<file path="src/rtl/color_pkg.sv">
// Shared encodings for the Color FSM and its initiator-side driver.
// Status/command codes, driver state enum and the colour-to-status mapping.
package color_pkg;

    localparam logic [1:0] STATUS_BLUE = 2'h1;
    localparam logic [1:0] STATUS_RED  = 2'h2;

    localparam logic [1:0] CMD_HOLD    = 2'h0;
    localparam logic [1:0] CMD_TOGGLE  = 2'h1;

    typedef enum logic [2:0] {
        ST_IDLE  = 3'd0,
        ST_CHECK = 3'd1,
        ST_PULSE = 3'd2,
        ST_WAIT  = 3'd3,
        ST_RESP  = 3'd4
    } drv_state_e;

    function automatic logic [1:0] color_to_status(input logic color);
        return color ? STATUS_RED : STATUS_BLUE;
    endfunction

    function automatic logic status_is_valid(input logic [1:0] status);
        return (status == STATUS_BLUE) || (status == STATUS_RED);
    endfunction

endpackage

</file>
<file path="src/rtl/color_fsm_driver_if.sv">
// Request/response channel between the system sequencer and the colour driver.
// master = sequencer side, slave = driver side.
interface color_fsm_driver_if;

    logic req_valid;
    logic req_ready;
    logic req_color;
    logic resp_valid;
    logic resp_ready;
    logic resp_err;

    modport master (
        output req_valid,
        output req_color,
        output resp_ready,
        input  req_ready,
        input  resp_valid,
        input  resp_err
    );

    modport slave (
        input  req_valid,
        input  req_color,
        input  resp_ready,
        output req_ready,
        output resp_valid,
        output resp_err
    );

endinterface

</file>
<file path="src/rtl/color_wait_timer.sv">
// Load/count-down timer; expired is high during the last of the `value` cycles after load.
// Latency: load takes effect on the next edge; no backpressure.
module color_wait_timer #(
    parameter int TIMEOUT = 4,
    parameter int W       = $clog2(TIMEOUT + 1)
) (
    input  logic         clk,
    input  logic         rst_n,
    input  logic         load,
    input  logic [W-1:0] value,
    output logic         expired
);

    logic [W-1:0] cnt_q;
    logic [W-1:0] cnt_d;

    always_comb begin
        cnt_d = cnt_q;
        if (load) begin
            cnt_d = value;
        end else if (cnt_q != '0) begin
            cnt_d = cnt_q - W'(1);
        end
    end

    always_ff @(posedge clk or negedge rst_n) begin
        if (!rst_n) begin
            cnt_q <= '0;
        end else begin
            cnt_q <= cnt_d;
        end
    end

    // Count==1 marks the final waiting cycle, so a load of N gives exactly N wait cycles.
    assign expired = (cnt_q == W'(1));

endmodule

</file>
<file path="src/rtl/color_fsm_driver.sv">
// Drives the Color FSM to a requested colour, retrying toggles on timeout, and reports done/error.
// Latency 2 (at target) / 4 (one toggle); req_ready low and resp held until resp_ready.
module color_fsm_driver
    import color_pkg::*;
#(
    parameter int TIMEOUT   = 4,
    parameter int MAX_RETRY = 2
) (
    input  logic                clk,
    input  logic                rst_n,
    color_fsm_driver_if.slave   bus,
    output logic [1:0]          cmd,
    input  logic [1:0]          status,
    output logic [7:0]          toggle_cnt
);

    localparam int TW = $clog2(TIMEOUT + 1);
    localparam int RW = (MAX_RETRY > 0) ? $clog2(MAX_RETRY + 1) : 1;

    drv_state_e    state_q;
    drv_state_e    state_d;
    logic [1:0]    target_q;
    logic [1:0]    target_d;
    logic [RW-1:0] retry_q;
    logic [RW-1:0] retry_d;
    logic [1:0]    cmd_q;
    logic [1:0]    cmd_d;
    logic          resp_valid_q;
    logic          resp_valid_d;
    logic          resp_err_q;
    logic          resp_err_d;
    logic [7:0]    toggle_cnt_q;
    logic [7:0]    toggle_cnt_d;

    logic          timer_load;
    logic          timer_expired;
    logic          status_match;

    assign status_match = (status == target_q);

    color_wait_timer #(
        .TIMEOUT (TIMEOUT),
        .W       (TW)
    ) u_wait_timer (
        .clk     (clk),
        .rst_n   (rst_n),
        .load    (timer_load),
        .value   (TW'(TIMEOUT)),
        .expired (timer_expired)
    );

    always_comb begin
        state_d      = state_q;
        target_d     = target_q;
        retry_d      = retry_q;
        resp_err_d   = resp_err_q;
        toggle_cnt_d = toggle_cnt_q;
        timer_load   = 1'b0;

        case (state_q)
            ST_IDLE: begin
                if (bus.req_valid) begin
                    target_d = color_to_status(bus.req_color);
                    retry_d  = '0;
                    state_d  = ST_CHECK;
                end
            end
            ST_CHECK: begin
                if (status_match) begin
                    resp_err_d = 1'b0;
                    state_d    = ST_RESP;
                end else if (!status_is_valid(status)) begin
                    resp_err_d = 1'b1;
                    state_d    = ST_RESP;
                end else begin
                    state_d    = ST_PULSE;
                end
            end
            ST_PULSE: begin
                timer_load = 1'b1;
                if (toggle_cnt_q != 8'hFF) begin
                    toggle_cnt_d = toggle_cnt_q + 8'd1;
                end
                state_d = ST_WAIT;
            end
            ST_WAIT: begin
                // A match seen in the expiry cycle still counts as success.
                if (status_match) begin
                    resp_err_d = 1'b0;
                    state_d    = ST_RESP;
                end else if (timer_expired) begin
                    if (retry_q < RW'(MAX_RETRY)) begin
                        retry_d = retry_q + RW'(1);
                        state_d = ST_PULSE;
                    end else begin
                        resp_err_d = 1'b1;
                        state_d    = ST_RESP;
                    end
                end
            end
            ST_RESP: begin
                if (bus.resp_ready) begin
                    state_d = ST_IDLE;
                end
            end
            default: begin
                state_d = ST_IDLE;
            end
        endcase

        // Registered outputs follow the next state so they line up with it.
        cmd_d        = (state_d == ST_PULSE) ? CMD_TOGGLE : CMD_HOLD;
        resp_valid_d = (state_d == ST_RESP);
    end

    always_ff @(posedge clk or negedge rst_n) begin
        if (!rst_n) begin
            state_q      <= ST_IDLE;
            target_q     <= STATUS_BLUE;
            retry_q      <= '0;
            cmd_q        <= CMD_HOLD;
            resp_valid_q <= 1'b0;
            resp_err_q   <= 1'b0;
            toggle_cnt_q <= 8'h00;
        end else begin
            state_q      <= state_d;
            target_q     <= target_d;
            retry_q      <= retry_d;
            cmd_q        <= cmd_d;
            resp_valid_q <= resp_valid_d;
            resp_err_q   <= resp_err_d;
            toggle_cnt_q <= toggle_cnt_d;
        end
    end

    assign bus.req_ready  = (state_q == ST_IDLE);
    assign bus.resp_valid = resp_valid_q;
    assign bus.resp_err   = resp_err_q;
    assign cmd            = cmd_q;
    assign toggle_cnt     = toggle_cnt_q;

    a_cmd_legal: assert property (@(posedge clk) disable iff (!rst_n)
        (cmd_q == CMD_HOLD) || (cmd_q == CMD_TOGGLE));

    a_resp_held: assert property (@(posedge clk) disable iff (!rst_n)
        (resp_valid_q && !bus.resp_ready) |=> (resp_valid_q && $stable(resp_err_q)));

endmodule

</file>
<file path="src/flat_wrapper.sv">
// flat-port wrapper written by rule: the top's interface ports become plain ports
module color_fsm_driver_flat import color_pkg::*;
#(
    parameter int TIMEOUT   = 4,
    parameter int MAX_RETRY = 2
)
  (clk, rst_n, cmd, status, toggle_cnt, bus_req_valid, bus_req_color, bus_resp_ready, bus_req_ready, bus_resp_valid, bus_resp_err);
  color_fsm_driver_if bus_i ();
  input  logic clk;
  input  logic rst_n;
  output logic [1:0] cmd;
  input  logic [1:0] status;
  output logic [7:0] toggle_cnt;
  input wire logic [$bits(bus_i.req_valid)-1:0] bus_req_valid;
  input wire logic [$bits(bus_i.req_color)-1:0] bus_req_color;
  input wire logic [$bits(bus_i.resp_ready)-1:0] bus_resp_ready;
  output wire logic [$bits(bus_i.req_ready)-1:0] bus_req_ready;
  output wire logic [$bits(bus_i.resp_valid)-1:0] bus_resp_valid;
  output wire logic [$bits(bus_i.resp_err)-1:0] bus_resp_err;
  assign bus_i.req_valid = bus_req_valid;
  assign bus_i.req_color = bus_req_color;
  assign bus_i.resp_ready = bus_resp_ready;
  assign bus_req_ready = bus_i.req_ready;
  assign bus_resp_valid = bus_i.resp_valid;
  assign bus_resp_err = bus_i.resp_err;
  color_fsm_driver #(.TIMEOUT(TIMEOUT), .MAX_RETRY(MAX_RETRY)) u_core (.clk(clk), .rst_n(rst_n), .bus(bus_i), .cmd(cmd), .status(status), .toggle_cnt(toggle_cnt));
endmodule
</file>
<file path="config.mk">
export PLATFORM = sky130hd
export DESIGN_NAME = color_fsm_driver_flat
export DESIGN_NICKNAME = d
export VERILOG_FILES = /design/src/rtl/color_pkg.sv /design/src/rtl/color_fsm_driver_if.sv /design/src/rtl/color_wait_timer.sv /design/src/rtl/color_fsm_driver.sv /design/src/flat_wrapper.sv
export SDC_FILE = /design/constraint.sdc
export NUM_CORES = 1
export LEC_CHECK = 0
export ABC_AREA = 1
export ABC_CLOCK_PERIOD_IN_PS = 1400
export CAP_MARGIN = 20
export CORE_ASPECT_RATIO = 1.5
export CORE_UTILIZATION = 52
export DETAILED_ROUTE_END_ITERATION = 8
export GPL_ROUTABILITY_DRIVEN = 0
export PLACE_DENSITY = 0.78
export SLEW_MARGIN = 0
export SYNTH_ARGS = -nofsm -noshare
export SYNTH_HDL_FRONTEND = slang
export SYNTH_SLANG_ARGS = --single-unit
</file>
<file path="constraint.sdc">
create_clock -name clk -period 1.4 [get_ports clk]
set_input_delay 0.42 -clock clk [delete_from_list [all_inputs] [get_ports clk]]
set_output_delay 0.42 -clock clk [all_outputs]
set_load 0.01 [all_outputs]
</file>
Word-level counts from Yosys, hierarchy flattened
Index checks and enable logic that the tools add are counted.
Word-level totals
  bits in registers: 22
  input bits: 7
  word-level logic and storage cells: 64
Cells by class
  add/subtract/negate cells: 3
  magnitude comparators: 1
  eq/ne operators: 18
  mux-type cells: 24
  reductions and logical operators: 10
Operators by type and width (number)
  $mux 3: 9
  $pmux 3 s5: 1
  $mux 2: 5
  $eq 3x2->1 const B: 3
  $add 8x1->8 const B: 1
  $ne 8x8->1 const B: 1
  $mux 1: 7
  $eq 3x1->1 const B: 2
  $eq 3x3->1 const B: 2
  $ne 3x2->1 const B: 2
  $reduce_bool 2->1: 3
  $reduce_and 5->1: 1
  $ne 2x1->1 const B: 2
  $ne 2x2->1 const B: 2
  $pmux 2 s2: 1
  $reduce_and 2->1: 2
  $reduce_and 4->1: 1
  $logic_not 3->1: 1
  $ne 3x1->1 const B: 1
  $reduce_bool 3->1: 1
  $sub 3x1->3 const B: 1
  $add 2x1->2 const B: 1
  $eq 2x1->1 const B: 1
  $eq 2x2->1: 1
  other kinds (4): 4

Depth between registers and ports, before layout
  word-level depth: 7
  gate-level depth with buffers: 9
  depth with buffers taken out: 9

Modules after synthesis
Synthesis repeated with hierarchy kept, for this count alone.
Unflattened totals
  cells, all modules: 163
  area total of the unflattened synthesis: 1211.2 um^2
Modules (own cells, without submodules)
  color_fsm_driver: times used 1, cells an instance 131, area each 993.5 um^2, sequential area each 451.7 um^2
  color_wait_timer: times used 1, cells an instance 32, area each 217.7 um^2, sequential area each 75.1 um^2

Worst setup path before layout
No wires, ideal clock.
  kind: register to register
  start point: reg u_core.toggle_cnt_q[0] (netlist: u_core.toggle_cnt[0])
  end point: reg u_core.toggle_cnt_q[5] (netlist: u_core.toggle_cnt[5])
  arrival: 1208 ps
  setup slack: 116 ps
  cell stages (with the launch flop): 9
  path buffers: 1
  period minus slack after synthesis: 1284 ps
  cells stage by stage: dfrtp_1 > ha_1 > inv_1 > nor2_4 > nand4_2 > nand2_2 > buf_6 > nand2_1 > o21ai_1
On the way
  longest elaborated chain between the ends: 2
  elaborated cells on any way between the ends: 3
RTL lines
  from (decl): RTL line color_fsm_driver.sv:32  | logic [7:0] toggle_cnt_q;
  from (signal assigned): RTL line color_fsm_driver.sv:132  | toggle_cnt_q <= toggle_cnt_d;
  branches (longest 2 deep; another with $add 8x1->8)
Several ways; the timed one is not identified.
A chain may end at the register's enable or synchronous reset.

Worst setup path after layout
  start point: reg u_core.state_q[2]
  end point: out bus_req_ready
On the way
  longest elaborated chain between the ends: 1
RTL lines
  from (decl): RTL line color_fsm_driver.sv:20  | drv_state_e state_q;
  from (signal assigned): RTL line color_fsm_driver.sv:126  | state_q <= state_d;
  $logic_not 3->1: RTL line color_fsm_driver.sv:136  | assign bus.req_ready = (state_q == ST_IDLE);
  to (decl): RTL line flat_wrapper.sv:17  | output wire logic [$bits(bus_i.req_ready)-1:0] bus_req_ready;
Every way passes these cells.

==> results.yml <==
run_status:
  status: "complete, but fails checks"
  failed_checks: "setup timing"
synth:
  synth_common_cells: "49 x nand2_1, 22 x inv_1, 20 x dfrtp_1"
  syn_area_sq_um: 1190
  synth_warnings: 0
  post-synth-top-area-fraction_pct: 42.0
  synth_ff_type: "dfrtp_1"
  yosysMostFrequentCell: "nand2_1"
  ys_ff_latch: 21
  syn-num-nets: 162
  ys_seq_area_share_pct: 44.2
  synth_edf_count: 0
  yosys.cell_types.count: 29
  synth_top_cell_by_area: "dfrtp_1"
  yosys-top-cells-area: "dfrtp_1 42%, nand2_1 15%, inv_1 6.9%, nand3_1 5.0%, ha_1 4.2%"
  synthCells: 151
  syn_area_per_cell_sq_um: 7.89
  synth-async-reset-ratio_pct: 100
final_layout:
  diodes: 0
  stdcell_area_sq_um: 1580
  multi_input_area_sq_um: 592
  syn2layout_area_growth_pct: 32.7
  drive_gt1_share_pct: 27.4
  fin_nets: 202
  layout.cells.non_filler: 212
  n_fill_cell: 155
  register_area_sq_um: 527
setup_path:
  worst_ep_required_time_ns: 0.98
  endpoint_kind: "output pin"
  crit_fanout: 2
  slowest_stage: "dfrtp_1"
  path_delay_family: "flip-flops"
  r2r_start: "u_core.state_q[0]"
  timing.rr.end: "u_core.toggle_cnt[0]"
  crit_type: "reg -> out"
  start_kind: "flop"
  reg2regPathDepth: 5
  worstPathArrival_ns: 1.11
  worstPathCellList: "nor3_4 -> buf_2"
  reg2reg_slack_ns: 0.07
  path_buf_inv: 1
  critPathMaxStageDelay_ns: 0.43
  cp.depth: 2
pwr:
  finalPower_mw: 2.86
  cellPowerDensity_nw_per_um2: 1810
  p_leak_nw: 0.868
  ir_drop_v: 0.00110
floorplanning:
  start_util_pct: 56.7
  io_pins: 20
  dieArea_sq_um: 2490
  die_h_microns: 60.6
  rows: 20
  dieWidth_microns: 41.1
  coreArea_sq_um: 2100
placement:
  dp_cells: 204
  io_buffers: 18
  placed_area_sq_um: 1510
  place_hpwl_microns: 1890
  dp_slack_ns: -0.376
routing:
  wl_microns: 2500
  drt_first_pass_iters: 4
  drc: 0
  wl_per_cell_microns: 11.8
  ant_nets: 0
  num_vias: 1055
  via_per_inst: 4.98
  first_iter_violations: 19
clocking:
  clock_path_buffers: 2
  ctsHoldBuffers: 0
  numCtsBuffers: 3
  clk_latency_ns: 0.31
  cts.sinks: 21
  clk_pin_slew_ns: 0.12
  root_buffer: "clkbuf_4"
  cts_tree: "built"
  htreeDepth: 1
timing:
  hold_viol: 0
  finalCriticalPeriod_ns: 1.53
  setup_viol: 1
  rsz0062_at_grt: "true"
  skew_ns: 0.00156
  holdWs_ns: 0.431
  slew_viol_final: 0
  fin_crit_sh_pct: 109
  finalWorstSetupSlack_ns: -0.132
  fmax_mhz: 653
global_routing:
  grt_usage_pct: 24.1
  grt_pass1_vias: 1066
  grt_start_max_net_pins: 22
  grt.overflow.total: 0
  antenna_found_initial: 0
  grt_pass1_wl_microns: 4040
worst_hold_path:
  hp-class: "in -> async"
job:
  maxCapViolCount: 0
## worst reg2reg max path, cell delays in order, from the launching register on
cell and delay [ns]:
dfrtp_1 0.43, buf_4 0.17, nor3_4 0.25, nand2_2 0.12, buf_6 0.14, xnor2_1 0.12
## cell usage in the layout, fill, tap and decap left out, types with 3 or more instances in the layout
cell type	n
inv_2	3
xnor2_1	4
clkbuf_2	6
o21ai_0	3
nand2_2	7
o21ai_1	3
nor2_1	9
inv_1	20
clkdlybuf4s15_1	5
dfrtp_1	20
clkdlybuf4s50_1	4
nand2_1	44
clkbuf_4	3
nand3_1	12
buf_4	17
## flip-flops by register name (all words and copies together), names as in the netlist
register and cells:
u_core.toggle_cnt 8, u_core.state_q 3, u_core.u_wait_timer.cnt_q 3, u_core.retry_q 2
u_core.target_q 2, u_core.bus.resp_err 1, u_core.bus.resp_valid 1, u_core.cmd 1
## cell families (layout without fill, tap and decap cells)
family          after synthesis  after routing  share of synthesized area, %
simple gates                 84             84                          33.5
buf+inv                      26             65                          9.24
flops                        21             21                          44.2
compound gates               10             10                          4.83
xor+xnor                      5              5                          3.68
fa+ha+maj                     4              4                          4.20
other cells                   1              1                         0.315
## per-layer routing
layer  share of wire, %  track usage (%)  up-vias
li1                   -                -      542
met1                 39             25.7      476
met2                 54             44.2       28
met3                3.7             2.20        9
met4                2.4             11.0        0
met5                  0                0        -
## power breakdown
group	switching, mW	internal [mW]
Sequential	0.144	0.837
Clock	0.199	0.107
Combinational	0.856	0.720
Total	1.20	1.66
## cell type report
type                       instances  area share (%)
clock inverter                     1           0.317
clock buffer                       3            1.43
tap                               22            1.74
sequential                        21            33.3
inverter                          23            5.46
multi-input combinational        104            37.5
timing repair buffer              38            20.3
## repair_timing
action                     4_1_cts  5_1_grt
pin swaps                        1        1
setup endpoints to repair       13       23
buffers inserted                 4        0
resized for setup               24       24
## metrics by stage
stage / TNS [ns] / util [%]
global placement: -1.86 / 71.7
finish: -0.132 / 75.2
detailed placement: -2.46 / 71.7
floorplan: 0 / -
CTS: -0.124 / 74.2
global route: -0.168 / 75.2
## how the worst max path moves through the flow
stage | from | end | slack [ns]
4_1_cts | u_core.state_q[1] | bus_req_ready | -0.12
2_1_floorplan | u_core.toggle_cnt[0] | u_core.toggle_cnt[5] | 0.12
3_5_place_dp | status[1] | u_core.bus.resp_err | -0.38
3_3_place_gp | status[0] | u_core.bus.resp_err | -0.28
6_report | u_core.state_q[2] | bus_req_ready | -0.13
5_1_grt | u_core.state_q[2] | bus_req_ready | -0.17
Note: power is estimated with default switching activity, not from simulation.
